## config.mk

```make
export PLATFORM = sky130hd
export DESIGN_NAME = sign_calculation_flat
export DESIGN_NICKNAME = d
export VERILOG_FILES = /design/src/rtl/fp32_pkg.sv /design/src/rtl/sign_calculation_if.sv /design/src/rtl/fp32_classify.sv /design/src/rtl/sign_calculation.sv /design/src/flat_wrapper.sv
export SDC_FILE = /design/constraint.sdc
export NUM_CORES = 1
export LEC_CHECK = 0
export BUFFER_PORTS_ARGS = -buffer_cell sky130_fd_sc_hd__buf_4
export CAP_MARGIN = 5
export CORE_UTILIZATION = 28
export CTS_CLUSTER_SIZE = 20
export DETAILED_ROUTE_END_ITERATION = 10
export PLACE_DENSITY = 0.85
export SYNTH_ARGS = -nofsm -noshare
export SYNTH_HDL_FRONTEND = slang
export SYNTH_SLANG_ARGS = --single-unit
```

## constraint.sdc

```tcl
create_clock -name clk -period 0.8 [get_ports clk]
set_input_delay 0.04 -clock clk [delete_from_list [all_inputs] [get_ports clk]]
set_output_delay 0.04 -clock clk [all_outputs]
set_load 0.03 [all_outputs]
```

## src/rtl/fp32_pkg.sv

```systemverilog
// Shared FP32 definitions for the multiplier datapath: operand class
// encoding, field widths and the canonical quiet-NaN pattern.
package fp32_pkg;

  localparam int EXP_W = 8;
  localparam int MAN_W = 23;

  localparam logic [EXP_W-1:0] EXP_MAX = 8'hFF;
  localparam logic [31:0]      QNAN    = 32'h7FC00000;

  // Result / operand class, matches the res_class output encoding.
  typedef enum logic [1:0] {
    FP_FINITE = 2'b00,
    FP_ZERO   = 2'b01,
    FP_INF    = 2'b10,
    FP_NAN    = 2'b11
  } fp_class_e;

  // One pipeline slot: the valid bit travels alongside the resolved result.
  typedef struct packed {
    logic      valid;
    logic      sign;
    fp_class_e cls;
    logic      invalid;
  } sign_stage_t;

endpackage

```

## src/rtl/sign_calculation_if.sv

```systemverilog
// Operand/result bundle between the multiplier front end, the sign stage
// and the final packer. master drives operands, slave returns the result.
interface sign_calculation_if;

  logic        in_valid;
  logic [31:0] x;
  logic [31:0] y;
  logic        out_valid;
  logic        sign_out;
  logic [1:0]  res_class;
  logic        invalid;

  modport master (
    output in_valid, x, y,
    input  out_valid, sign_out, res_class, invalid
  );

  modport slave (
    input  in_valid, x, y,
    output out_valid, sign_out, res_class, invalid
  );

endinterface

```

## src/rtl/fp32_classify.sv

```systemverilog
// Combinational classification of a single binary32 operand (sign bit not
// needed) into finite / zero / inf / NaN, plus a signalling-NaN flag.
module fp32_classify
  import fp32_pkg::*;
#(
  parameter bit FTZ = 1'b1
) (
  input  logic [EXP_W-1:0] exp_f,
  input  logic [MAN_W-1:0] man_f,
  output fp_class_e        op_class,
  output logic             snan
);

  // Decode exponent/mantissa; subnormals collapse to zero when flushing.
  always_comb begin
    op_class = FP_FINITE;
    snan     = 1'b0;
    if (exp_f == EXP_MAX) begin
      if (man_f != '0) begin
        op_class = FP_NAN;
        // Quiet bit clear on a NaN marks it as signalling.
        snan     = ~man_f[MAN_W-1];
      end else begin
        op_class = FP_INF;
      end
    end else if (exp_f == '0) begin
      if ((man_f == '0) || FTZ) begin
        op_class = FP_ZERO;
      end
    end
  end

endmodule

```

## src/rtl/sign_calculation.sv

```systemverilog
// Sign and special-case resolution for the FP32 multiplier. Both operands
// are classified combinationally, the product class/sign/invalid flag is
// resolved in priority order, and the result is delayed LATENCY cycles so
// it lines up with the mantissa and exponent paths.
module sign_calculation
  import fp32_pkg::*;
#(
  parameter int LATENCY = 1,
  parameter bit FTZ     = 1'b1
) (
  input  logic               clk,
  input  logic               rst_n,
  sign_calculation_if.slave  bus
);

  // Legal depth is 1..4; anything outside is clamped so the chain is never empty.
  localparam int DEPTH = (LATENCY < 1) ? 1 : ((LATENCY > 4) ? 4 : LATENCY);

  fp_class_e   cls_x;
  fp_class_e   cls_y;
  logic        snan_x;
  logic        snan_y;
  logic        prod_sign;
  logic        inf_times_zero;
  sign_stage_t stage_next;

  fp32_classify #(.FTZ(FTZ)) u_classify_x (
    .exp_f    (bus.x[30:23]),
    .man_f    (bus.x[22:0]),
    .op_class (cls_x),
    .snan     (snan_x)
  );

  fp32_classify #(.FTZ(FTZ)) u_classify_y (
    .exp_f    (bus.y[30:23]),
    .man_f    (bus.y[22:0]),
    .op_class (cls_y),
    .snan     (snan_y)
  );

  assign prod_sign      = bus.x[31] ^ bus.y[31];
  assign inf_times_zero = ((cls_x == FP_INF) && (cls_y == FP_ZERO)) ||
                          ((cls_x == FP_ZERO) && (cls_y == FP_INF));

  // Resolve the product class in priority order: NaN in, inf*0, inf, zero, finite.
  always_comb begin
    stage_next.valid   = bus.in_valid;
    stage_next.sign    = prod_sign;
    stage_next.cls     = FP_FINITE;
    stage_next.invalid = 1'b0;
    if ((cls_x == FP_NAN) || (cls_y == FP_NAN)) begin
      // NaN results carry the canonical qNaN sign so the packer emits 7FC00000.
      stage_next.cls     = FP_NAN;
      stage_next.sign    = QNAN[31];
      stage_next.invalid = snan_x | snan_y;
    end else if (inf_times_zero) begin
      stage_next.cls     = FP_NAN;
      stage_next.sign    = QNAN[31];
      stage_next.invalid = 1'b1;
    end else if ((cls_x == FP_INF) || (cls_y == FP_INF)) begin
      stage_next.cls     = FP_INF;
    end else if ((cls_x == FP_ZERO) || (cls_y == FP_ZERO)) begin
      // Signed zero is kept: -0 * finite yields -0.
      stage_next.cls     = FP_ZERO;
    end
  end

  // Delay line: every stage loads unconditionally, valid rides with the data.
  genvar gi;
  generate
    for (gi = 0; gi < DEPTH; gi++) begin : g_stage
      sign_stage_t d_in;
      sign_stage_t stage_reg;

      if (gi == 0) begin : g_head
        assign d_in = stage_next;
      end else begin : g_tail
        assign d_in = g_stage[gi-1].stage_reg;
      end

      // Stage register; asynchronous reset discards whatever is in flight.
      always_ff @(posedge clk or negedge rst_n) begin
        if (!rst_n) begin
          stage_reg <= '0;
        end else begin
          stage_reg <= d_in;
        end
      end
    end
  endgenerate

  assign bus.out_valid = g_stage[DEPTH-1].stage_reg.valid;
  assign bus.sign_out  = g_stage[DEPTH-1].stage_reg.sign;
  assign bus.res_class = g_stage[DEPTH-1].stage_reg.cls;
  assign bus.invalid   = g_stage[DEPTH-1].stage_reg.invalid;

endmodule

```

## src/flat_wrapper.sv

```systemverilog
// flat-port wrapper written by rule: the top's interface ports become plain ports
module sign_calculation_flat import fp32_pkg::*;
#(
  parameter int LATENCY = 1,
  parameter bit FTZ     = 1'b1
)
  (clk, rst_n, bus_in_valid, bus_x, bus_y, bus_out_valid, bus_sign_out, bus_res_class, bus_invalid);
  sign_calculation_if bus_i ();
  input  logic clk;
  input  logic rst_n;
  input wire logic [$bits(bus_i.in_valid)-1:0] bus_in_valid;
  input wire logic [$bits(bus_i.x)-1:0] bus_x;
  input wire logic [$bits(bus_i.y)-1:0] bus_y;
  output wire logic [$bits(bus_i.out_valid)-1:0] bus_out_valid;
  output wire logic [$bits(bus_i.sign_out)-1:0] bus_sign_out;
  output wire logic [$bits(bus_i.res_class)-1:0] bus_res_class;
  output wire logic [$bits(bus_i.invalid)-1:0] bus_invalid;
  assign bus_i.in_valid = bus_in_valid;
  assign bus_i.x = bus_x;
  assign bus_i.y = bus_y;
  assign bus_out_valid = bus_i.out_valid;
  assign bus_sign_out = bus_i.sign_out;
  assign bus_res_class = bus_i.res_class;
  assign bus_invalid = bus_i.invalid;
  sign_calculation #(.LATENCY(LATENCY), .FTZ(FTZ)) u_core (.clk(clk), .rst_n(rst_n), .bus(bus_i));
endmodule
```

# Yosys cells after proc, flatten, opt, wreduce, memory -nomap -nowiden
# Index checks and enable logic that the tools add are counted.
word_totals:
  register_bits: 5
  latchBits: 0
  ramBits: 0
  mem_bits_ro: 0
  inputBits: 67
  output_inout_bits: 5
  word_cells: 42
  mem_count: 0
classes:
  addsub: 0
  mul: 0
  n_div: 0
  order_cmp: 0
  n_eq_ne: 8
  n_shift: 0
  n_mux: 16
  bitwise: 4
  reduce_logical: 10
ops:
  columns: ["operator", "count"]
  rows:
  - ["$reduce_bool 23->1", 2]
  - ["$eq 8x8->1 const B", 2]
  - ["$logic_not 8->1", 2]
  - ["$mux 1", 11]
  - ["$eq 2x2->1 const B", 4]
  - ["$mux 2", 4]
  - ["$eq 2x1->1 const B", 2]
  - ["$logic_or 1x1->1", 4]
  - ["$mux 4", 1]
  - ["$logic_and 1x1->1", 2]
  - ["$not 1->1", 2]
  - ["$or 1x1->1", 1]
  - ["$xor 1x1->1", 1]

# Depth between registers and ports, before layout
# Gate-level depths: netlist of the first run.
logic_depth:
  word_depth: 9
  depth_mapped: 5
  depth_no_buf: 5

# Cells and area by module
# Synthesis of the first run repeated with hierarchy kept, for this count alone.
unflattened:
  hier_cells: 52
  area_unflattened_um2: 436.7
modules_own_cells:
  columns: ["mod", "instances", "cells_each", "area_each_um2", "seq_area_each_um2"]
  rows:
  - ["fp32_classify", 2, 18, 118.9, 0.0]
  - ["sign_calculation", 1, 16, 198.9, 125.1]

# Least setup slack after synthesis of the first run
# No wires, ideal clock.
synth_timing:
  path_type: "input -> register"
  startpoint: "input bus_y[10]"
  endpoint: "register u_core.g_stage[0].stage_reg, in the netlist u_core.bus.res_class[0]"
  setup_time_ns: 0.131
  t_arrival_ns: 0.986
  t_required_ns: 0.669
  setup_slack_ns: -0.317
  cell_stages: 5
  path_buffers: 0
  cell_sequence: "nor4_2 -> nand4_1 -> o21ai_1 -> nand2_1 -> or3b_1"
synth_rtl:
  columns: ["element", "line_no", "source"]
  rows:
  - ["start: declaration", "flat_wrapper.sv:13", "input wire logic [$bits(bus_i.y)-1:0] bus_y;"]
  - ["end signal: assignment", "sign_calculation.sv:86", "stage_reg <= d_in;"]
  - ["end: declaration", "sign_calculation.sv:73", "sign_stage_t stage_reg;"]

==> metrics.cfg, run 1 <==
[status]
violations=setup timing
outcome=finished, violations left

[sta]
max_slew_margin_pct=77.4
finalWorstSetupSlack_ns=-0.366
rsz0062_at_grt=true
timing.setup.tns_ns=-1.04
hold_slack_ns=0.127
tightestPinTransition_ns=0.336
finalHoldViolations=0
final-setup-viol-count=7
slew_violations=0
fin_crit_sh_pct=146
clock.fmax_mhz=857
final.min_clock_period_ns=1.17

[cells_and_area]
final_layout_size_suffix_gt1_share_pct=76.3
area_growth_pct=194
nFillCells=61
final_cell_area_mm2=0.00120
final_cell_mix=buf_4 (66), buf_6 (13), nand4_1 (6), nor4_2 (6), dfrtp_1 (5)
layout_commonest_cell=buf_4
instances_no_fill=146
fin_nets=199
num_antenna_cells=0

[die]
start_util_pct=30.7
io_pins=72
core_area_mm2=0.00133
die_y_um=40.2
rows=13
die_area_mm2=0.00162
dieWidth_um=40.2

[worst_setup_path]
endpoint_kind=flip-flop
crit_chain=buf_4 -> nor4_2 -> nand4_1 -> o21ai_2 -> buf_4 -> o22ai_2 -> or2_1
slowest_stage=nor4_2
cp_common_cell=buf_4
cp.arrival_ns=1.29
cp_top_family=simple AND/OR/NAND/NOR gates
start_kind=input port
max_stage_delay_ns=0.28
critPathBufInv=2
timing_worst_setup_path_type=input port to flip-flop
cp_max_fo=2
required_ns=0.93

[synthesis]
synth_cells=46
synth_edf_count=0
ys_ff_latch=5
async_reset_ff_share_pct=100
syn_avg_cell_area_um2=8.89
synthDistinctLibCells=15
seq_area_frac_synth_pct=30.6
syn_area_um2=409
synth_ff_type=dfrtp_1
synth-warning-count=0
synth_fp_nets=113

[drt]
route.detailed.drc=0
wl_um=3190
route.detailed.wl_per_inst_um=21.8
drt-initial-drc-count=39
vias_per_cell=6.14
drtAntennaViolNets=0
vias=896
first_pass_iters=4

[power_and_ir_drop]
p_comb_share_pct=43.0
power_mw=1.05
p_clk_share_pct=31.6
vdd_drop_max_mv=0.544
swShare_pct=29.9
p_sw_mw=0.314
p_per_area_mw_per_mm2=873
intPower_mw=0.735
seqPwrFrac_pct=25.4
power.leakage_nw=0.555

[clock_network]
cts_htree_levels=1
clock_path_buffers=2
clk_pin_slew_worst_paths_ns=0.05
cts_tree=yes
cts.sinks=5
cts_root_buf=clkbuf_4
cts_made_buffers=3

[placement]
hpwl_um=1650
place.gp.congestion=0.638
dpl_cell_area_mm2=0.00102
placedCellCount=138
port_buffers=71

[global_routing]
grt_pass1_vias=858
grt_pass1_wl_um=3750
antenna_found_initial=0
grt_max_degree=6
gr-total-overflow=0
gr-usage-all-layers_pct=35.6

[min_path]
holdCritPathClass=input port to asynchronous set/reset pin

[run]
drv_cap=0

## synthesized netlist by cell type, types with 2 or more instances
cell	number	area share, %
nor4_2	7	21
nand2_1	3	2.8
nand4_1	6	9.2
or2_1	2	3.1
o21ai_1	2	2.4
or4_1	2	3.7
nor4_1	5	7.6
dfrtp_1	5	31
nor3_1	4	4.9
nor2_1	5	4.6
## sequential cells by signal (all words and copies together), names as in the netlist
| signal | flops |
|---|---|
| u_core.bus.sign_out | 1 |
| u_core.bus.res_class | 2 |
| u_core.bus.invalid | 1 |
| u_core.bus.out_valid | 1 |
## per-stage QoR
step / utilization (%) / setup slack [ns]
after detailed placement: 76.5 / -0.554
after global placement: 76.5 / -0.520
after CTS: 85.6 / -0.276
after global routing: 90.1 / -0.411
after floorplan: - / -0.304
final: 90.1 / -0.366
## layer usage
metal,share of wire [%],vias to the layer above,global-route usage (%)
li1,-,361,-
met3,9.1,30,16.1
met1,33,412,30.5
met5,0,-,0
met2,52,93,66.5
met4,6.5,0,20.8
## worst max-delay path by stage
stage,endpoint,cells past startpoint,from,slack (ns)
after detailed placement,u_core.bus.res_class[0],6,bus_y[10],-0.55
after CTS,u_core.bus.res_class[0],6,bus_y[19],-0.28
after floorplan,u_core.bus.res_class[0],5,bus_x[10],-0.30
final,u_core.bus.invalid,7,bus_y[18],-0.37
after global routing,u_core.bus.res_class[0],6,bus_y[18],-0.41
after global placement,u_core.bus.res_class[0],6,bus_x[16],-0.52
## power groups by stage
stage | clock network [mW] | logic [mW] | registers, mW
2_1_floorplan | 0 | 0.0344 | 0.288
3_5_place_dp | 0 | 0.366 | 0.269
5_1_grt | 0.343 | 0.471 | 0.267
6_report | 0.332 | 0.450 | 0.266
4_1_cts | 0.298 | 0.397 | 0.266
3_3_place_gp | 0 | 0.351 | 0.269
## timing repair
item / CTS / global route
buffers inserted: 2 / 0
setup endpoints to repair: 6 / 8
hold buffers: 2 / 0
endpoints found under the hold margin: 6 / 0
gates cloned: 0 / 0
pin swaps: 7 / 4
resized for setup: 14 / 12
## kinds of logic after synthesis
family / count (synthesis) / share of synthesized area [%]
xor+xnor: 1 / 2.14
simple gates: 36 / 60.9
flops: 5 / 30.6
compound gates: 4 / 6.42
## area by class of cell
| type | count | area [um^2] | area share [%] |
|---|---|---|---|
| clock buffer | 4 | 26.3 | 2.19 |
| multi-input combinational | 41 | 369 | 30.7 |
| timing repair buffer | 81 | 662 | 55.1 |
| sequential | 5 | 125 | 10.4 |
| tap | 15 | 18.8 | 1.56 |
No activity file was read; power rests on OpenSTA's default activity.
==> run 2: changes to the inputs <==
Settings changed: CORE_UTILIZATION 28 to 26, PLACE_DENSITY 0.85 to 0.79, SETUP_SLACK_MARGIN set to 0.3.
Clock period 0.8 ns to 1.3 ns, I/O delays scaled along.
==> run 2 against run 1 <==
The flow now finishes without violations. Die area grew 7.3%. Sequential power shrank 39%. First-iteration DRC count fell by 85%. Count of clock-buffer cells in the layout is the same. Combinational power decreased by 38%. Wire length shrank 26%. Utilization down 0.46 points. Sequential share of layout area down 0.32 points. Sequential cell count did not move. Hold slack better by 0.0065 ns.
==> metrics.cfg, run 2 (same netlist as run 1, synthesis figures left out) <==
[status]
outcome=completed  ; was finished, violations left

[worst_setup_path]
crit_chain=buf_6 -> nor4_4 -> nand4_1 -> o21ai_2 -> nand2_1 -> or3b_1  ; was buf_4 -> nor4_2 -> nand4_1 -> o21ai_2 -> buf_4 -> o22ai_2 -> or2_1
start_kind=input port  ; unchanged
max_stage_delay_ns=0.34  ; was 0.28 ns
timing_worst_setup_path_type=input port to flip-flop  ; unchanged
endpoint_kind=flip-flop  ; unchanged
slowest_stage=or3b_1  ; was nor4_2
cp_max_fo=2  ; unchanged
required_ns=1.42  ; was 0.93 ns
cp.arrival_ns=1.24  ; was 1.29 ns

[global_routing]
grt_pass1_vias=741  ; was 858
gr-usage-all-layers_pct=22.2  ; was 35.6%
grt_max_degree=6  ; unchanged
gr-total-overflow=0  ; unchanged
antenna_found_initial=0  ; unchanged
grt_pass1_wl_um=3020  ; was 3750 um

[clock_network]
cts_htree_levels=1  ; unchanged
clk_pin_slew_worst_paths_ns=0.04  ; was 0.05 ns
cts.sinks=5  ; unchanged
cts_root_buf=clkbuf_4  ; unchanged
cts_made_buffers=3  ; unchanged
clock_path_buffers=2  ; unchanged
cts_tree=yes  ; unchanged

[sta]
finalHoldViolations=0  ; unchanged
rsz0062_at_grt=true  ; unchanged
slew_violations=0  ; unchanged
final.min_clock_period_ns=1.13
final-setup-viol-count=0  ; was 7
clock.fmax_mhz=886
tightestPinTransition_ns=0.281  ; was 0.336 ns
max_slew_margin_pct=81.2  ; was 77.4%
fin_crit_sh_pct=86.8

[die]
io_pins=72  ; unchanged
dieWidth_um=41.7  ; was 40.2 um
rows=13  ; unchanged
die_y_um=41.7  ; was 40.2 um
core_area_mm2=0.00138  ; was 0.00133 mm^2
die_area_mm2=0.00174  ; was 0.00162 mm^2
start_util_pct=29.6  ; was 30.7%

[drt]
wl_um=2350  ; was 3190 um
vias_per_cell=5.27  ; was 6.14
first_pass_iters=4  ; unchanged
drt-initial-drc-count=6  ; was 39
vias=764  ; was 896
route.detailed.wl_per_inst_um=16.2  ; was 21.8 um
route.detailed.drc=0  ; unchanged
drtAntennaViolNets=0  ; unchanged

[run]
drv_cap=0  ; unchanged

[placement]
port_buffers=71  ; unchanged
hpwl_um=1570  ; was 1650 um
placedCellCount=135  ; was 138
dpl_cell_area_um2=998  ; was 0.00102 mm^2
place.gp.congestion=0.638  ; about the same

[cells_and_area]
area_growth_pct=203  ; was 194%
final_layout_size_suffix_gt1_share_pct=77.7  ; was 76.3%
largest_reg_flops=2  ; unchanged
fin_nets=198  ; was 199
num_antenna_cells=0  ; unchanged
layout_commonest_cell=buf_4  ; unchanged
final_cell_area_mm2=0.00124  ; was 0.00120 mm^2
final_cell_mix=buf_4 (68), nor4_4 (9), buf_6 (8)  ; was buf_4 (66), buf_6 (13), nand4_1 (6), nor4_2 (6), dfrtp_1 (5)
instances_no_fill=145  ; was 146
nFillCells=65  ; was 61

[power_and_ir_drop]
p_per_area_mw_per_mm2=500  ; was 873 mW/mm^2
vdd_drop_max_mv=0.247  ; was 0.544 mV
power.leakage_nw=0.563  ; was 0.555 nW

[min_path]
holdCritPathClass=input port to flip-flop  ; was input port to asynchronous set/reset pin

==> run 2: worst paths after layout <==
path,from,endpoint,slack (ns),depth (start not counted)
max,bus_y[19],u_core.bus.res_class[0],0.17,6
min,bus_x[31],u_core.bus.sign_out,0.13,3
max in group asynchronous,rst_n,u_core.bus.res_class[1],1.03,2
min in group asynchronous,rst_n,u_core.bus.invalid,0.17,2
==> run 2: power breakdown <==
part | leakage, nW | internal, mW | total, mW | switching (mW)
registers | 0.0652 | 0.162 | 0.163 | 0.00164
clock network | 0.0150 | 0.116 | 0.177 | 0.0615
logic | 0.483 | 0.177 | 0.278 | 0.101
total | 0.563 | 0.454 | 0.619 | 0.165
==> run 2: stage by stage <==
stage | setup slack [ns] | utilization [%] | hold slack [ns] | power (mW) | setup TNS [ns]
floorplan | 0.171 | - | -0.231 | 0.198 | 0
global placement | -0.0483 | 72.2 | -0.133 | 0.376 | -0.0711
detailed placement | -0.0538 | 72.2 | -0.131 | 0.384 | -0.0991
CTS | 0.191 | 81.4 | 0.110 | 0.588 | 0
global route | 0.127 | 89.6 | 0.139 | 0.650 | 0
finish | 0.172 | 89.6 | 0.134 | 0.619 | 0
==> run 2: repair_timing <==
action                                  4_1_cts  5_1_grt
hold buffers                                  2        0
gates resized for setup                      13       19
endpoints found under the setup margin        3        3
endpoints found under the hold margin         6        0
setup buffers                                 2        2
gates cloned                                  0        0
pin swaps                                    13       13
==> run 2: cell type report <==
type	instances	area (um^2)	share of cell area, %
repair buffers	80	651	52.5
multi-input cells	41	418	33.7
flip-flops and latches	5	125	10.1
clock buffers	4	26.3	2.12
well taps	15	18.8	1.52
==> run 2: worst max-delay path, delay by kind of cell <==
family | cells | cell delay, ns
AO/OA/AOI/OAI | 1 | 0.19
buffers and inverters | 1 | 0.10
AND/OR/NAND/NOR | 4 | 0.89
==> run 2: metal layers <==
metal | vias to the layer above | part of all wire, % | global-route usage, %
li1 | 358 | - | -
met1 | 355 | 33 | 22.1
met2 | 43 | 58 | 45.9
met3 | 8 | 6.6 | 3.48
met4 | 0 | 2.8 | 5.81
met5 | - | 0 | 0
==> run 3: changes to the inputs <==
==> constraint.sdc (replaced) <==
create_clock -name clk -period 1.3 [get_ports clk]
set_input_delay 0.13 -clock clk [delete_from_list [all_inputs] [get_ports clk]]
set_output_delay 0.13 -clock clk [all_outputs]
set_load 0.03 [all_outputs]
==> run 3 against run 2 <==
Non-clock buffer count is 1 lower. Cell count is 0.69% lower. Count of clock-buffer cells in the layout stayed put. Sequential share of layout area is 0.49 points higher. Sequential cell count stayed put. First-iteration DRC count is 50% lower. Largest power group unchanged. Combinational power is 7.6% lower. Via count is 3.1% lower. Critical endpoint unchanged. Hold slack better by 0.054 ns.
==> metrics.cfg, run 3 (same netlist as run 1, synthesis figures left out) <==
[status]
outcome=completed  ; unchanged

[drt]
drtAntennaViolNets=0  ; unchanged
route.detailed.drc=0  ; unchanged
vias=740  ; was 764
wl_um=2050  ; was 2350 um
first_pass_iters=4  ; unchanged
route.detailed.wl_per_inst_um=14.3  ; was 16.2 um
vias_per_cell=5.14  ; was 5.27
drt-initial-drc-count=3  ; was 6

[sta]
slew_violations=0  ; unchanged
max_slew_margin_pct=81.7  ; was 81.2%
fin_crit_sh_pct=92.9  ; was 86.8%
final-setup-viol-count=0  ; unchanged
clock.fmax_mhz=828  ; was 886 MHz
tightestPinTransition_ns=0.272  ; was 0.281 ns
final.min_clock_period_ns=1.21  ; was 1.13 ns
finalWorstSetupSlack_ns=0.0925  ; was 0.172 ns
finalHoldViolations=0  ; unchanged
rsz0062_at_grt=true  ; unchanged

[placement]
hpwl_um=1560  ; was 1570 um
pre_cts_slack_ns=-0.128  ; was -0.0538 ns
port_buffers=71  ; unchanged
place.gp.congestion=0.640  ; was 0.638

[worst_setup_path]
start_kind=input port  ; unchanged
critPathLaunch=bus_y[19]  ; unchanged
endpoint_kind=flip-flop  ; unchanged
required_ns=1.42  ; about the same
cp.arrival_ns=1.33  ; was 1.24 ns
timing_worst_setup_path_type=input port to flip-flop  ; unchanged
cp_max_fo=2  ; unchanged

[die]
dieWidth_um=41.7  ; unchanged
io_pins=72  ; unchanged
core_area_mm2=0.00138  ; unchanged
die_area_mm2=0.00174  ; unchanged
start_util_pct=29.6  ; unchanged
die_y_um=41.7  ; unchanged
rows=13  ; unchanged

[clock_network]
cts_tree=yes  ; unchanged
cts_root_buf=clkbuf_4  ; unchanged
cts_made_buffers=3  ; unchanged
cts.sinks=5  ; unchanged
clock_path_buffers=2  ; unchanged
clk_pin_slew_worst_paths_ns=0.04  ; about the same
cts_htree_levels=1  ; unchanged

[global_routing]
grt_pass1_vias=757  ; was 741
gr-usage-all-layers_pct=21.3  ; was 22.2%
grt_max_degree=6  ; unchanged
grt_pass1_wl_um=2870  ; was 3020 um
antenna_found_initial=0  ; unchanged
gr-total-overflow=0  ; unchanged

[min_path]
holdCritPathClass=input port to flip-flop  ; unchanged
min_from=bus_x[31]  ; unchanged

[cells_and_area]
final_cell_mix=buf_4 (70), nand4_1 (6), nor4_4 (6), buf_6 (6), dfrtp_1 (5)  ; was buf_4 (68), nor4_4 (9), buf_6 (8)
area_growth_pct=189  ; was 203%
layout_commonest_cell=buf_4  ; unchanged
nFillCells=77  ; was 65
largest_reg_flops=2  ; unchanged
final_layout_size_suffix_gt1_share_pct=76.0  ; was 77.7%
num_antenna_cells=0  ; unchanged
fin_nets=197  ; was 198

[power_and_ir_drop]
vdd_drop_max_mv=0.226  ; was 0.247 mV
power.leakage_nw=0.546  ; was 0.563 nW
p_per_area_mw_per_mm2=511  ; was 500 mW/mm^2
power_mw=0.604  ; was 0.619 mW

[run]
drv_cap=0  ; unchanged

==> run 3: cell types whose count changed in the layout (fill, tap and decap cells not counted), sizes merged <==
cell  previous run  this run
buf             78        77
==> run 3: routing by layer <==
| metal | GRT usage (%) | vias to the layer above | share of wire (%) | routed length, um |
|---|---|---|---|---|
| met5 | 0 | - | 0 | 0 |
| met4 | 9.68 | 0 | 3.5 | 72 |
| met3 | 3.04 | 7 | 5.7 | 117 |
| met2 | 44.4 | 38 | 61 | 1250 |
| met1 | 19.4 | 339 | 30 | 618 |
| li1 | - | 356 | - | - |
==> run 3: what timing repair did <==
action / 4_1_cts / 5_1_grt
endpoints found under the setup margin: 3 / 3
hold buffers: 2 / 0
pin swaps: 11 / 13
buffers inserted: 1 / 1
resized for setup: 9 / 14
hold endpoints to repair: 6 / 0
==> run 3: area by class of cell <==
cell class	count	area, um^2	share of cell area, %
well taps	15	18.8	1.59
flip-flops and latches	5	125	10.6
multi-input cells	41	383	32.4
clock buffers	4	26.3	2.22
repair buffers	79	628	53.2
==> run 3: stage by stage <==
| step | cells | hold slack [ns] | area, um^2 | utilization [%] | TNS (ns) |
|---|---|---|---|---|---|
| floorplan | 46 | -0.166 | 424 | - | 0 |
| global placement | 136 | -0.0683 | 1010 | 72.8 | -0.229 |
| detailed placement | 136 | -0.0668 | 1010 | 72.8 | -0.265 |
| CTS | 143 | 0.177 | 1100 | 79.9 | 0 |
| global route | 144 | 0.195 | 1180 | 85.4 | -0.0156 |
| finish | 144 | 0.188 | 1180 | 85.4 | 0 |
==> run 3: path summary, 6_finish.rpt <==
check                                     endpoint  slack [ns]  cells past startpoint
setup / recovery           u_core.bus.res_class[0]        0.09                      6
hold / removal                 u_core.bus.sign_out        0.19                      3
max in group asynchronous       u_core.bus.invalid        0.97                      2
min in group asynchronous  u_core.bus.res_class[0]        0.22                      2
==> run 3: power breakdown <==
| group | switching (mW) | internal (mW) | total (mW) |
|---|---|---|---|
| combinational | 0.0898 | 0.167 | 0.257 |
| sequential | 0.00176 | 0.162 | 0.164 |
| clock | 0.0667 | 0.116 | 0.183 |
==> run 3: critical path: stages <==
cell	delay, ns
buf_6	0.10
nor4_4	0.31
nand4_1	0.19
o21ai_2	0.17
nand2_1	0.08
or3b_1	0.34
